===== src/rtl/ecfg_pkg.sv =====
// ecfg_pkg -- shared definitions for the elink configuration register block.
// Holds the register word indices, the bit offsets of the TXCFG/RXCFG fields,
// the field widths and the read-only version constant.
package ecfg_pkg;

    // Register word indices (mi_addr values)
    localparam logic [2:0] REG_RESET     = 3'd0;
    localparam logic [2:0] REG_TXCFG     = 3'd1;
    localparam logic [2:0] REG_FORCE     = 3'd2;
    localparam logic [2:0] REG_COREID    = 3'd3;
    localparam logic [2:0] REG_RXCFG     = 3'd4;
    localparam logic [2:0] REG_FILTER_LO = 3'd5;
    localparam logic [2:0] REG_FILTER_HI = 3'd6;
    localparam logic [2:0] REG_VERSION   = 3'd7;

    // TXCFG field layout
    localparam int TXCFG_ELINK_EN_BIT   = 0;
    localparam int TXCFG_LCLKDIV_LSB    = 1;
    localparam int TXCFG_CTRLMODE_LSB   = 3;
    localparam int TXCFG_LOOPBACK_BIT   = 7;
    localparam int TXCFG_FORCE_MODE_BIT = 8;
    localparam int TXCFG_WIDTH          = 9;

    // FORCE register holds {frame, data[7:0]}
    localparam int FORCE_WIDTH = 9;

    // RXCFG field layout
    localparam int RXCFG_REMAP_LSB  = 0;
    localparam int RXCFG_FILTER_LSB = 4;

    localparam logic [31:0] ECFG_VERSION = 32'h0001_0001;

endpackage


===== src/rtl/ecfg_swrst_pulse.sv =====
// ecfg_swrst_pulse -- software-reset pulse generator.
// A trigger is registered, and on the following edge the down-counter is
// loaded with LOAD; the pulse stays high while the counter is non-zero, so the
// pulse starts one edge after the trigger and lasts exactly LOAD cycles.
// A new trigger during an active pulse reloads the counter (no gap).
// Ports:
//   clk_in   rising-edge clock
//   reset    asynchronous active-high reset; aborts any pulse in flight
//   trigger  one-cycle request to start/extend the pulse
//   pulse    registered software-reset pulse
//   busy     high while the pulse is active
module ecfg_swrst_pulse
    import ecfg_pkg::*;
#(
    parameter int unsigned LOAD = 16
) (
    input  logic clk_in,
    input  logic reset,
    input  logic trigger,
    output logic pulse,
    output logic busy
);

    logic       trig_q;
    logic [7:0] cnt_q;
    logic [7:0] cnt_d;
    logic       pulse_q;

    always_comb begin
        cnt_d = cnt_q;
        if (trig_q) begin
            cnt_d = 8'(LOAD);
        end else if (cnt_q != 8'd0) begin
            cnt_d = cnt_q - 8'd1;
        end
    end

    always_ff @(posedge clk_in or posedge reset) begin
        if (reset) begin
            trig_q  <= 1'b0;
            cnt_q   <= 8'd0;
            pulse_q <= 1'b0;
        end else begin
            trig_q  <= trigger;
            cnt_q   <= cnt_d;
            // Register the pulse from next-state so it is glitch-free
            pulse_q <= (cnt_d != 8'd0);
        end
    end

    assign pulse = pulse_q;
    assign busy  = pulse_q;

endmodule


===== src/rtl/ecfg_regs.sv =====
// ecfg_regs -- elink configuration register file.
// Eight 32-bit word registers accessed through the mi_* strobe interface;
// reads are registered into mi_dout and held until the next read.
// Optional feature: define ECFG_RX_FILTER_EN to include the RX address filter
// registers (FILTER_LO/HI and RXCFG[5:4]); otherwise they read 0 and the
// filter outputs are tied to 0.
// Ports:
//   clk_in, reset           clock, asynchronous active-high reset
//   mi_en/mi_we/mi_addr     access strobe, write select, word index
//   mi_din / mi_dout        write data / registered read data
//   ecfg_sw_reset           software reset pulse
//   ecfg_*                  configuration outputs (registered)
module ecfg_regs
    import ecfg_pkg::*;
#(
    parameter int EIDW         = 12,
    parameter int MAW          = 32,
    parameter int VMW          = 4,
    parameter int SWRST_CYCLES = 16
) (
    input  logic            clk_in,
    input  logic            reset,
    input  logic            mi_en,
    input  logic            mi_we,
    input  logic [2:0]      mi_addr,
    input  logic [31:0]     mi_din,
    output logic [31:0]     mi_dout,
    output logic            ecfg_sw_reset,
    output logic [EIDW-1:0] ecfg_coreid,
    output logic            ecfg_elink_en,
    output logic [1:0]      ecfg_lclkdiv,
    output logic [3:0]      ecfg_ctrlmode,
    output logic            ecfg_tx_loopback_mode,
    output logic            ecfg_tx_force_mode,
    output logic [8:0]      ecfg_tx_force_data,
    output logic [VMW-1:0]  ecfg_rx_remap_addr,
    output logic [1:0]      ecfg_rx_filter_mode,
    output logic [MAW-1:0]  ecfg_rx_filter_lo_addr,
    output logic [MAW-1:0]  ecfg_rx_filter_hi_addr
);

    logic                   wr_en;
    logic                   rd_en;
    logic                   swrst_trigger;
    logic                   swrst_busy;
    logic [TXCFG_WIDTH-1:0] txcfg_q;
    logic [FORCE_WIDTH-1:0] force_q;
    logic [EIDW-1:0]        coreid_q;
    logic [VMW-1:0]         remap_q;
    logic [31:0]            dout_q;
    logic [31:0]            rd_data_d;
    logic                   unused_din;

    assign wr_en         = mi_en & mi_we;
    assign rd_en         = mi_en & ~mi_we;
    assign swrst_trigger = wr_en & (mi_addr == REG_RESET) & mi_din[0];
    assign unused_din    = ^mi_din;

    ecfg_swrst_pulse #(
        .LOAD (SWRST_CYCLES)
    ) u_swrst_pulse (
        .clk_in  (clk_in),
        .reset   (reset),
        .trigger (swrst_trigger),
        .pulse   (ecfg_sw_reset),
        .busy    (swrst_busy)
    );

    // Always-present configuration registers; ecfg_sw_reset does not touch them
    always_ff @(posedge clk_in or posedge reset) begin
        if (reset) begin
            txcfg_q  <= '0;
            force_q  <= '0;
            coreid_q <= '0;
            remap_q  <= '0;
        end else if (wr_en) begin
            case (mi_addr)
                REG_TXCFG:  txcfg_q  <= mi_din[TXCFG_WIDTH-1:0];
                REG_FORCE:  force_q  <= mi_din[FORCE_WIDTH-1:0];
                REG_COREID: coreid_q <= mi_din[EIDW-1:0];
                REG_RXCFG:  remap_q  <= mi_din[RXCFG_REMAP_LSB +: VMW];
                default: ;
            endcase
        end
    end

`ifdef ECFG_RX_FILTER_EN
    logic [1:0]     filter_mode_q;
    logic [MAW-1:0] filter_lo_q;
    logic [MAW-1:0] filter_hi_q;

    always_ff @(posedge clk_in or posedge reset) begin
        if (reset) begin
            filter_mode_q <= '0;
            filter_lo_q   <= '0;
            filter_hi_q   <= '0;
        end else if (wr_en) begin
            case (mi_addr)
                REG_RXCFG:     filter_mode_q <= mi_din[RXCFG_FILTER_LSB +: 2];
                REG_FILTER_LO: filter_lo_q   <= mi_din[MAW-1:0];
                REG_FILTER_HI: filter_hi_q   <= mi_din[MAW-1:0];
                default: ;
            endcase
        end
    end

    assign ecfg_rx_filter_mode    = filter_mode_q;
    assign ecfg_rx_filter_lo_addr = filter_lo_q;
    assign ecfg_rx_filter_hi_addr = filter_hi_q;
`else
    assign ecfg_rx_filter_mode    = '0;
    assign ecfg_rx_filter_lo_addr = '0;
    assign ecfg_rx_filter_hi_addr = '0;
`endif

    // Read mux: every field zero-extended, undefined bits read 0
    always_comb begin
        rd_data_d = 32'd0;
        case (mi_addr)
            REG_RESET:     rd_data_d = {31'd0, swrst_busy};
            REG_TXCFG:     rd_data_d = 32'(txcfg_q);
            REG_FORCE:     rd_data_d = 32'(force_q);
            REG_COREID:    rd_data_d = 32'(coreid_q);
            REG_RXCFG:     rd_data_d = 32'(remap_q) |
                                       (32'(ecfg_rx_filter_mode) << RXCFG_FILTER_LSB);
            REG_FILTER_LO: rd_data_d = 32'(ecfg_rx_filter_lo_addr);
            REG_FILTER_HI: rd_data_d = 32'(ecfg_rx_filter_hi_addr);
            REG_VERSION:   rd_data_d = ECFG_VERSION;
            default:       rd_data_d = 32'd0;
        endcase
    end

    // Read data only changes on a read strobe; writes leave it untouched
    always_ff @(posedge clk_in or posedge reset) begin
        if (reset) begin
            dout_q <= 32'd0;
        end else if (rd_en) begin
            dout_q <= rd_data_d;
        end
    end

    assign mi_dout               = dout_q;
    assign ecfg_coreid           = coreid_q;
    assign ecfg_elink_en         = txcfg_q[TXCFG_ELINK_EN_BIT];
    assign ecfg_lclkdiv          = txcfg_q[TXCFG_LCLKDIV_LSB +: 2];
    assign ecfg_ctrlmode         = txcfg_q[TXCFG_CTRLMODE_LSB +: 4];
    assign ecfg_tx_loopback_mode = txcfg_q[TXCFG_LOOPBACK_BIT];
    assign ecfg_tx_force_mode    = txcfg_q[TXCFG_FORCE_MODE_BIT];
    assign ecfg_tx_force_data    = force_q;
    assign ecfg_rx_remap_addr    = remap_q;

endmodule

===== config.mk =====
export PLATFORM = sky130hd
export DESIGN_NAME = ecfg_regs
export DESIGN_NICKNAME = d
export VERILOG_FILES = /design/src/rtl/ecfg_pkg.sv /design/src/rtl/ecfg_swrst_pulse.sv /design/src/rtl/ecfg_regs.sv
export SDC_FILE = /design/constraint.sdc
export NUM_CORES = 1
export LEC_CHECK = 0
export CAP_MARGIN = 25
export CORE_ASPECT_RATIO = 0.7
export CORE_MARGIN = 2
export CORE_UTILIZATION = 40
export DETAILED_ROUTE_END_ITERATION = 12
export PLACE_DENSITY = 0.83
export SYNTH_ARGS = -nofsm -noshare
export SYNTH_HDL_FRONTEND = slang
export SYNTH_SLANG_ARGS = --single-unit

===== constraint.sdc =====
create_clock -name clk_in -period 2.35 [get_ports clk_in]
set_input_delay 0.3525 -clock clk_in [delete_from_list [all_inputs] [get_ports clk_in]]
set_output_delay 0.3525 -clock clk_in [all_outputs]
set_load 0.01 [all_outputs]

# Word-level counts from Yosys, hierarchy flattened
# Index checks and enable logic that the tools add are counted.
# classes
add_sub_neg	1
eq_ne	7
reduce_logical	8
n_mux	3
bitwise_logic	5
# op_table
cell	n
$pmux 32 s7	1
$mux 8	2
$reduce_bool 8->1	2
$eq 3x3->1 const B	4
$reduce_and 2->1	4
$sub 8x1->8 const B	1
$eq 3x2->1 const B	2
$and 1x1->1	4
$eq 3x1->1 const B	1
$logic_not 3->1	1
$reduce_or 2->1	1
$not 1->1	1
# word_totals
output_inout_bits	133
reg_bits	76
inputBits	39
word_cells	32

# Longest topological paths before layout
# Gate-level depths: netlist (run 1).
# depth
ltp_word	4
mapped_depth	7

# Hierarchy
# Synthesis (run 1) repeated with hierarchy kept, for this count alone.
# unflattened
cells_unflattened	303
hier_area_um2	3265.6
# by_module_without_submodules
module	n_inst	area_each_um2	cells_each	seq_area_each_um2
ecfg_regs	1	2726.4	251	1176.1
ecfg_swrst_pulse	1	539.3	52	250.2

# Worst setup path after synthesis (run 1)
# No wires, ideal clock.
# synth_path
path_kind	register to register
startpoint	reg u_swrst_pulse.cnt_q[0]
endpoint	reg u_swrst_pulse.pulse_q, in the netlist u_swrst_pulse.busy
slack_ns	0.647
required_time_ns	2.205
stages_incl_launch_ff	7
setup_ns	0.145
n_path_buf	0
arrival_ns	1.558
path_cell_list	dfrtp_1 inv_1 ha_1 nor4b_2 or4_1 o31ai_1 o2111ai_1
# synth_between
elab_chain_len	4
word_cells_on_any_way	5
# synth_lines
element	line	source
start, declared	ecfg_swrst_pulse.sv:25	logic [7:0] cnt_q;
start signal, assigned	ecfg_swrst_pulse.sv:45	cnt_q <= cnt_d;
$sub 8x1->8 or $reduce_bool 8->1 (tied branches)	ecfg_swrst_pulse.sv:34, ecfg_swrst_pulse.sv:33	
$mux 8 *	ecfg_swrst_pulse.sv:33	end else if (cnt_q != 8'd0) begin
$mux 8 *	ecfg_swrst_pulse.sv:31	if (trig_q) begin
$reduce_bool 8->1 *	ecfg_swrst_pulse.sv:47	pulse_q <= (cnt_d != 8'd0);
end signal, assigned	ecfg_swrst_pulse.sv:47	
end, declared	ecfg_swrst_pulse.sv:27	logic pulse_q;
# Every way passes the cells marked *; elsewhere a longest branch is shown, timed or not.
# A chain may end at the register's enable or synchronous reset.

# Final worst setup path (run 1)
# Same ends and word-level chain as after synthesis.

==> out/metrics.cfg, run 1 <==
[setup_path]
endpoint_kind=flop
r2r_slack_ns=0.45
r2r-start=u_swrst_pulse.cnt_q[0]
r2r-end=u_swrst_pulse.busy
crit_required_ns=2.53
start_kind=flop
reg2regPathDepth=6
worstSetupPathType=flop to flop
crit_arrival_ns=2.08
worstPathMaxFanout=4

[floorplan]
io-pin-count=172
num_rows=27
start_util_pct=41.1
die-area_sq_mm=0.00879
die_y_microns=79.1
die_w_microns=111
core_area_sq_mm=0.00784

[yosys]
synth_cells=297
synth.avg_cell_area_sq_um=10.8
async_flop_share_pct=100
synthDistinctLibCells=41
yosysSeqAreaShare_pct=44.3
synthFlopType=dfrtp_1
netlist_area_sq_mm=0.00322
ys_ff_latch=57
yosys_warnings=0
synth_edf_count=0

[power_and_ir_drop]
clock_power_share_pct=34.6
combPwrFrac_pct=28.7
swShare_pct=29.1
power.leakage_nw=1.88
power_density_mw_per_mm2=964
switchingPower_mw=1.14
seqPwrFrac_pct=36.7
finalPower_mw=3.91
irDropWorstVdd_mv=0.350
p_int_mw=2.77

[grt]
grt_pass1_wl_mm=10.7
grt_max_degree=58
grt_pass1_vias=2076
antenna_found_initial=0
grt_usage_pct=16.0
gr-total-overflow=0

[finish]
multi_input_area_sq_mm=0.00141
fin_nets=416
drive_above_1_share_pct=14.5
fillers=683
postLayoutCellArea_sq_mm=0.00406
final_common_cell=conb_1
regArea_sq_mm=0.00143
utilization_pct=51.8
layout_common_cells=conb_1, clkdlybuf4s50_1, dfrtp_1
final_cell_count_no_fill=480
num_antenna_cells=0
synthToLayoutAreaGrowth_pct=26.1

[sta]
skew_ns=0.00729
tns_ns=0
layout_setup_ws_ns=0.450
fmax_mhz=526
period_minus_slack_ns=1.90
rsz0062_at_grt=no
maxSlewViolCount=0
final.period_utilization_pct=80.9
hold_slack_ns=0.399
setup_viol_count_final=0
finalHoldViolations=0

[route]
detail-route-antenna-nets=0
drtIter0Drc=93
wl_mm=6.90
vias_per_cell=4.51
drcViolationCount=0
vias=2166
firstDrtPassIters=4
wl_per_cell_microns=14.4

[cts]
clk_pin_slew_ns=0.05
cts_made_buffers=9
cts_tree=done
cts_buffer_depth=2
root_buffer=clkbuf_16
cts_setup_buffers=0
ctsResizeCount=0
cts_hold_buf=0
htreeDepth=3
cts_sinks=57
clk_latency_ns=0.32

[placement]
io_buffers=66
gp_congestion=0.848
placed_cells=465
pre_cts_ws_ns=0.325
dpl_cell_area_sq_mm=0.00375
dp_hpwl_mm=5.14

[run_status]
status=completed

[flow_run]
cap_violations=0

[worst_hold_path]
hold_path_class=input pin to async pin

[per-layer routing]
metal,vias to the layer above,track usage (%),part of all wire [%]
met5,-,0,0
met2,98,25.2,48
met3,7,6.11,6.7
met1,1064,19.8,44
met4,0,7.41,1.2
li1,997,-,-
[power by group through the flow]
stage / registers, mW / clock network [mW] / logic, mW
finish: 1.44 / 1.35 / 1.12
global route: 1.47 / 1.44 / 1.22
CTS: 1.44 / 1.38 / 1.13
detailed placement: 1.45 / 0 / 1.12
global placement: 1.43 / 0 / 1.08
floorplan: 1.47 / 0 / 0.653
[worst max path at each step]
stage                      startpoint                     to  depth (start not counted)
2_1_floorplan                   reset         ecfg_coreid[0]                          1
3_3_place_gp               mi_addr[0]  ecfg_tx_force_data[5]                          5
3_5_place_dp               mi_addr[0]  ecfg_tx_force_data[8]                          5
4_1_cts        u_swrst_pulse.cnt_q[0]     u_swrst_pulse.busy                          6
5_1_grt        u_swrst_pulse.cnt_q[0]     u_swrst_pulse.busy                          6
6_report       u_swrst_pulse.cnt_q[0]     u_swrst_pulse.busy                          6
[Yosys cell counts, drive strengths merged (2+ instances only)]
| cell type | n | area, sq um |
|---|---|---|
| buf | 93 | 677 |
| dfrtp | 57 | 1430 |
| mux2 | 41 | 462 |
| nand2 | 16 | 60.1 |
| nor2 | 12 | 47.6 |
| a22o | 11 | 96.3 |
| o21ai | 8 | 40.0 |
| nor3 | 7 | 40.0 |
| inv | 5 | 18.8 |
| nor2b | 5 | 31.3 |
| xnor2 | 4 | 35.0 |
| a22oi | 3 | 22.5 |
| a2bb2oi | 3 | 26.3 |
| clkbuf | 3 | 11.3 |
| mux2i | 3 | 30.0 |
| nand3 | 3 | 15.0 |
| nor3b | 3 | 22.5 |
| a21oi | 2 | 10.0 |
| ha | 2 | 25.0 |
| or2 | 2 | 12.5 |
[area by class of cell]
class | count | area share (%)
flip-flops and latches | 57 | 35.1
repair buffers | 79 | 19.0
clock buffers | 12 | 6.07
clock inverters | 3 | 1.60
well taps | 101 | 3.11
inverters | 5 | 0.462
multi-input cells | 223 | 34.6
[critical path, cell delays in order (launching register included)]
cell       delay, ns
dfrtp_1         0.38
inv_1           0.10
ha_1            0.22
nor4b_2         0.18
or4_1           0.51
o31ai_1         0.22
o2111ai_1       0.14
[cell families after synthesis]
group	count (synthesis)	share of synthesized area, %
adder cells (fa/ha/maj)	2	0.777
buffers and inverters	101	22.0
XOR/XNOR	5	1.36
other	1	0.116
multiplexers	44	15.3
flip-flops	57	44.3
AND/OR/NAND/NOR	55	8.86
AO/OA/AOI/OAI	32	7.35
[flip-flops by register name (all words and copies together) (netlist names)]
signal	cells
ecfg_rx_remap_addr	4
ecfg_tx_force_data	9
u_swrst_pulse.trig_q	1
ecfg_coreid	12
mi_dout	13
u_swrst_pulse.busy	1
u_swrst_pulse.cnt_q	8
txcfg_q	9
(Power assumes the default switching activity.)
==> run 2, diff against run 1 <==
==> constraint.sdc (replaced) <==
create_clock -name clk_in -period 1.8 [get_ports clk_in]
set_input_delay 0.27 -clock clk_in [delete_from_list [all_inputs] [get_ports clk_in]]
set_output_delay 0.27 -clock clk_in [all_outputs]
set_load 0.01 [all_outputs]
==> run 2 against run 1 <==
  * The run now ends with setup timing left
  * Utilization grew 2.7 points
  * Sequential share of layout area shrank 1.7 points
  * Clock-buffer cell count shrank 2
  * Wire length grew 3.8%
  * Worst hold slack lost 0.071 ns
  * Final cell count grew 4.4%
  * Sequential cell count is the same
  * First-iteration DRC count shrank 8.6%
  * Sequential power grew 31%
  * Design area grew 5.1%
  * Critical path depth is the same
  * Worst setup slack lost 0.49 ns
  * Critical path type unchanged
  * Largest cell class is now multi-input combinational cells
==> out/metrics.cfg, run 2 (same netlist as run 1, synthesis figures left out) <==
[placement]
gp_congestion=0.796
placed_cells=482
pre_cts_ws_ns=-0.154
dp_hpwl_mm=5.36
io_buffers=66

[floorplan]
die-area_sq_mm=0.00879
num_rows=27
start_util_pct=41.1
die_y_microns=79.1
die_w_microns=111
io-pin-count=172
core_area_sq_mm=0.00784

[grt]
grt_usage_pct=16.2
antenna_found_initial=0
grt_pass1_vias=2081
gr-total-overflow=0
grt_pass1_wl_mm=10.8
grt_max_degree=58

[cts]
cts_tree=done
cts_buffer_depth=2
clk_latency_ns=0.33
cts_sinks=57
clk_pin_slew_ns=0.05
cts_made_buffers=9
root_buffer=clkbuf_16
htreeDepth=3

[finish]
final_common_cell=conb_1
final_cell_count_no_fill=501
largest_register_ffs=13
regArea_sq_mm=0.00143
multi_input_area_sq_mm=0.00145
num_antenna_cells=0
synthToLayoutAreaGrowth_pct=32.6
fillers=676
fin_nets=436
layout_common_cells=conb_1, clkdlybuf4s50_1, dfrtp_1
drive_above_1_share_pct=21.3

[setup_path]
crit_chain=inv_2 -> ha_4 -> nand2_2 -> or4_4 -> o31ai_4 -> o2111ai_2
crit_required_ns=1.98
r2r_slack_ns=-0.04
cpPeakStageDelay_ns=0.52
crit_arrival_ns=2.02
worstPathMaxFanout=3
worstSetupPathType=flop to flop
start_kind=flop
critPathTopFamily=simple AND/OR/NAND/NOR gates
path_buf_inv=1
endpoint_kind=flop
slowest_stage=or4_4

[route]
firstDrtPassIters=4
detail-route-antenna-nets=0
drtIter0Drc=85
drcViolationCount=0
vias=2237
vias_per_cell=4.47
wl_per_cell_microns=14.3
wl_mm=7.16

[power_and_ir_drop]
irDropWorstVdd_mv=0.614
power_density_mw_per_mm2=1270
power.leakage_nw=1.97

[sta]
layout_setup_ws_ns=-0.0395
rsz0062_at_grt=yes
fmax_mhz=544
period_minus_slack_ns=1.84
tns_ns=-0.0395
maxSlewViolCount=0
final.period_utilization_pct=102
skew_ns=0.00672
setup_viol_count_final=1
finalHoldViolations=0

[run_status]
status=complete, but fails checks
violations=setup timing

[worst_hold_path]
hold_path_class=input pin to async pin

[flow_run]
cap_violations=0

==> run 2: changes by cell type in the layout (fill, tap and decap cells not counted), moves of 2 or more <==
cell / previous run / this run
inv_1: 4 / 2
clkbuf_1: 2 / 0
inv_2: 1 / 3
clkinvlp_4: 0 / 3
buf_4: 12 / 32
==> run 2: final timing paths <==
path / from / endpoint / cells past startpoint
min in group clk_in: mi_dout[0] / mi_dout[0] / 1
min: reset / u_swrst_pulse.cnt_q[3] / 3
max reg2reg: u_swrst_pulse.cnt_q[0] / u_swrst_pulse.busy / 6
max in group asynchronous: reset / mi_dout[2] / 3
max: u_swrst_pulse.cnt_q[0] / u_swrst_pulse.busy / 6
min reg2reg: mi_dout[0] / mi_dout[0] / 1
==> run 2: metal layers <==
| metal | track usage [%] | vias to the layer above | part of all wire [%] | routed length (microns) |
|---|---|---|---|---|
| met4 | 4.94 | 0 | 1.4 | 97 |
| met5 | 0 | - | 0 | 0 |
| met1 | 20.6 | 1101 | 43 | 3050 |
| met3 | 5.88 | 12 | 6.4 | 459 |
| met2 | 26.0 | 89 | 50 | 3560 |
| li1 | - | 1035 | - | - |
==> run 2: power breakdown <==
group	switching (mW)	leakage, nW	internal (mW)
logic	0.751	1.11	0.959
clock network	0.580	0.151	1.25
registers	0.291	0.712	1.59
total	1.62	1.97	3.80
==> run 2: through the flow <==
stage / total power [mW] / hold slack (ns) / area (sq um) / utilization, %
floorplan: 2.78 / 0.387 / 3530 / -
detailed placement: 3.44 / 0.480 / 3880 / 49.5
global route: 5.73 / 0.355 / 4270 / 54.5
finish: 5.42 / 0.329 / 4270 / 54.5
CTS: 5.30 / 0.334 / 4210 / 53.7
global placement: 3.36 / 0.465 / 3880 / 49.5
==> run 2: timing repair <==
action | in CTS | in global routing
hold buffers | 0 | 0
gates resized for setup | 1 | 7
pin swaps | 1 | 5
endpoints found under the setup margin | 1 | 3
buffers inserted | 0 | 3
gates cloned | 0 | 0
==> run 2: worst register-to-register path, stage by stage, from the launching register on <==
cell and delay, ns:
dfrtp_1 0.37, inv_2 0.07, ha_4 0.28, nand2_2 0.06, or4_4 0.52, o31ai_4 0.24
o2111ai_2 0.14
==> run 2: final cells by class <==
class	count	area share, %
multi-input combinational	223	33.9
tap	101	2.96
clock buffer	10	5.60
inverter	5	0.440
clock inverter	6	2.14
sequential	57	33.4
timing repair buffer	99	21.6
==> run 3, diff against run 2 <==
--- a/config.mk
+++ b/config.mk
@@ -5,12 +5,12 @@
 export SDC_FILE = /design/constraint.sdc
 export NUM_CORES = 1
 export LEC_CHECK = 0
-export CAP_MARGIN = 25
 export CORE_ASPECT_RATIO = 0.7
 export CORE_MARGIN = 2
 export CORE_UTILIZATION = 40
 export DETAILED_ROUTE_END_ITERATION = 12
-export PLACE_DENSITY = 0.83
+export HOLD_SLACK_MARGIN = 0.12
+export PLACE_DENSITY = 0.82
 export SYNTH_ARGS = -nofsm -noshare
 export SYNTH_HDL_FRONTEND = slang
 export SYNTH_SLANG_ARGS = --single-unit
==> run 3 against run 2 <==
  * The flow now finishes without violations
  * Sequential power about the same
  * Global-route usage decreased by 0.39 points
  * Sequential share of layout area increased by 0.088 points
  * Design area decreased by 0.26%
  * Non-clock buffer count decreased by 1
  * Clock-buffer cell count increased by 1
  * Die area unchanged
  * Via count decreased by 1.4%
  * Critical path type unchanged
  * Largest cell class unchanged
==> out/metrics.cfg, run 3 (same netlist as run 1, synthesis figures left out) <==
[route]
firstDrtPassIters=4
detail-route-antenna-nets=0
vias_per_cell=4.41
wl_per_cell_microns=13.9
wl_mm=6.94
drtIter0Drc=112
vias=2206
drcViolationCount=0

[sta]
period_minus_slack_ns=1.75
finalHoldViolations=0
maxSlewViolCount=0
hold_slack_ns=0.322
tns_ns=0
skew_ns=0.00424
setup_viol_count_final=0
rsz0062_at_grt=yes
final.period_utilization_pct=97.1
fmax_mhz=572

[power_and_ir_drop]
power.leakage_nw=1.98
power_density_mw_per_mm2=1260
finalPower_mw=5.36
irDropWorstVdd_mv=0.512

[cts]
cts_hold_buf=0
cts_tree=done
clk_latency_ns=0.32
htreeDepth=3
cts_buffer_depth=2
cts_sinks=57
cts_made_buffers=9
root_buffer=clkbuf_16
clk_pin_slew_ns=0.05

[grt]
antenna_found_initial=0
grt_pass1_vias=2143
grt_max_degree=58
gr-total-overflow=0
grt_pass1_wl_mm=10.8
grt_usage_pct=15.8

[floorplan]
num_rows=27
die_y_microns=79.1
die-area_sq_mm=0.00879
die_w_microns=111
core_area_sq_mm=0.00784
io-pin-count=172
start_util_pct=41.1

[setup_path]
start_kind=flop
crit_chain=inv_2 -> ha_4 -> nand2_2 -> or4_4 -> o31ai_4 -> o2111ai_1
cpPeakStageDelay_ns=0.49
r2r-start=u_swrst_pulse.cnt_q[1]
worstSetupPathType=flop to flop
endpoint_kind=flop
slowest_stage=or4_4
crit_path_start=u_swrst_pulse.cnt_q[1]
worstPathMaxFanout=3
crit_required_ns=1.98
crit_arrival_ns=1.92

[run_status]
status=completed

[placement]
placed_cells=482
dp_hpwl_mm=5.22
gp_congestion=0.822
io_buffers=66

[finish]
fillers=677
regArea_sq_mm=0.00143
final_common_cell=conb_1
largest_register_ffs=13
drive_above_1_share_pct=21.1
synthToLayoutAreaGrowth_pct=32.2
final_cell_count_no_fill=500
multi_input_area_sq_mm=0.00144
fin_nets=435
layout_common_cells=conb_1, clkdlybuf4s50_1, dfrtp_1
num_antenna_cells=0

[flow_run]
cap_violations=0

[worst_hold_path]
hold_path_class=input pin to async pin

==> run 3: cell count changes in the layout (fill, tap and decap cells not counted), sizes merged <==
cell,change
clkinvlp,-2
clkbuf,+1
buf,-1
clkinv,+1
==> run 3: report_power, final <==
| group | switching [mW] | leakage (nW) | internal (mW) |
|---|---|---|---|
| clock network | 0.553 | 0.162 | 1.28 |
| registers | 0.285 | 0.712 | 1.59 |
| logic | 0.736 | 1.11 | 0.913 |
==> run 3: cell type report <==
type,instances,area share (%)
sequential,57,33.5
clock buffer,11,5.94
multi-input combinational,223,33.9
timing repair buffer,98,21.5
clock inverter,5,1.82
inverter,5,0.441
tap,101,2.97
==> run 3: layer usage <==
layer	GRT usage [%]	part of all wire [%]
met5	0	0
met3	4.96	5.1
met4	7.28	2.0
met2	24.1	47
met1	20.7	46
==> run 3: worst paths after layout <==
check / to / slack (ns) / depth (start not counted)
setup / recovery: u_swrst_pulse.busy / 0.05 / 6
hold reg to reg: mi_dout[0] / 0.48 / 1
max in group asynchronous: ecfg_rx_remap_addr[0] / 1.21 / 3
min in group clk_in: mi_dout[0] / 0.48 / 1
setup reg to reg: u_swrst_pulse.busy / 0.05 / 6
hold / removal: ecfg_coreid[9] / 0.32 / 3
==> run 3: worst max-delay path, delay by kind of cell, from the launching register on <==
kind | cells | cell delay [ns]
simple gates | 2 | 0.53
buf+inv | 1 | 0.07
compound gates | 2 | 0.36
flops | 1 | 0.37
fa+ha+maj | 1 | 0.27
==> run 3: stage by stage <==
stage          setup slack [ns]  cell area [sq um]  utilization, %
2_1_floorplan            0.0966               3530               -
3_3_place_gp             -0.123               3880            49.5
3_5_place_dp             -0.163               3880            49.5
4_1_cts                0.000707               4210            53.7
5_1_grt                -0.00864               4260            54.3
6_report                 0.0523               4260            54.3
==> run 3: timing repair <==
item	CTS	global route
setup buffers	0	2
resized for setup	0	8
setup endpoints to repair	0	3
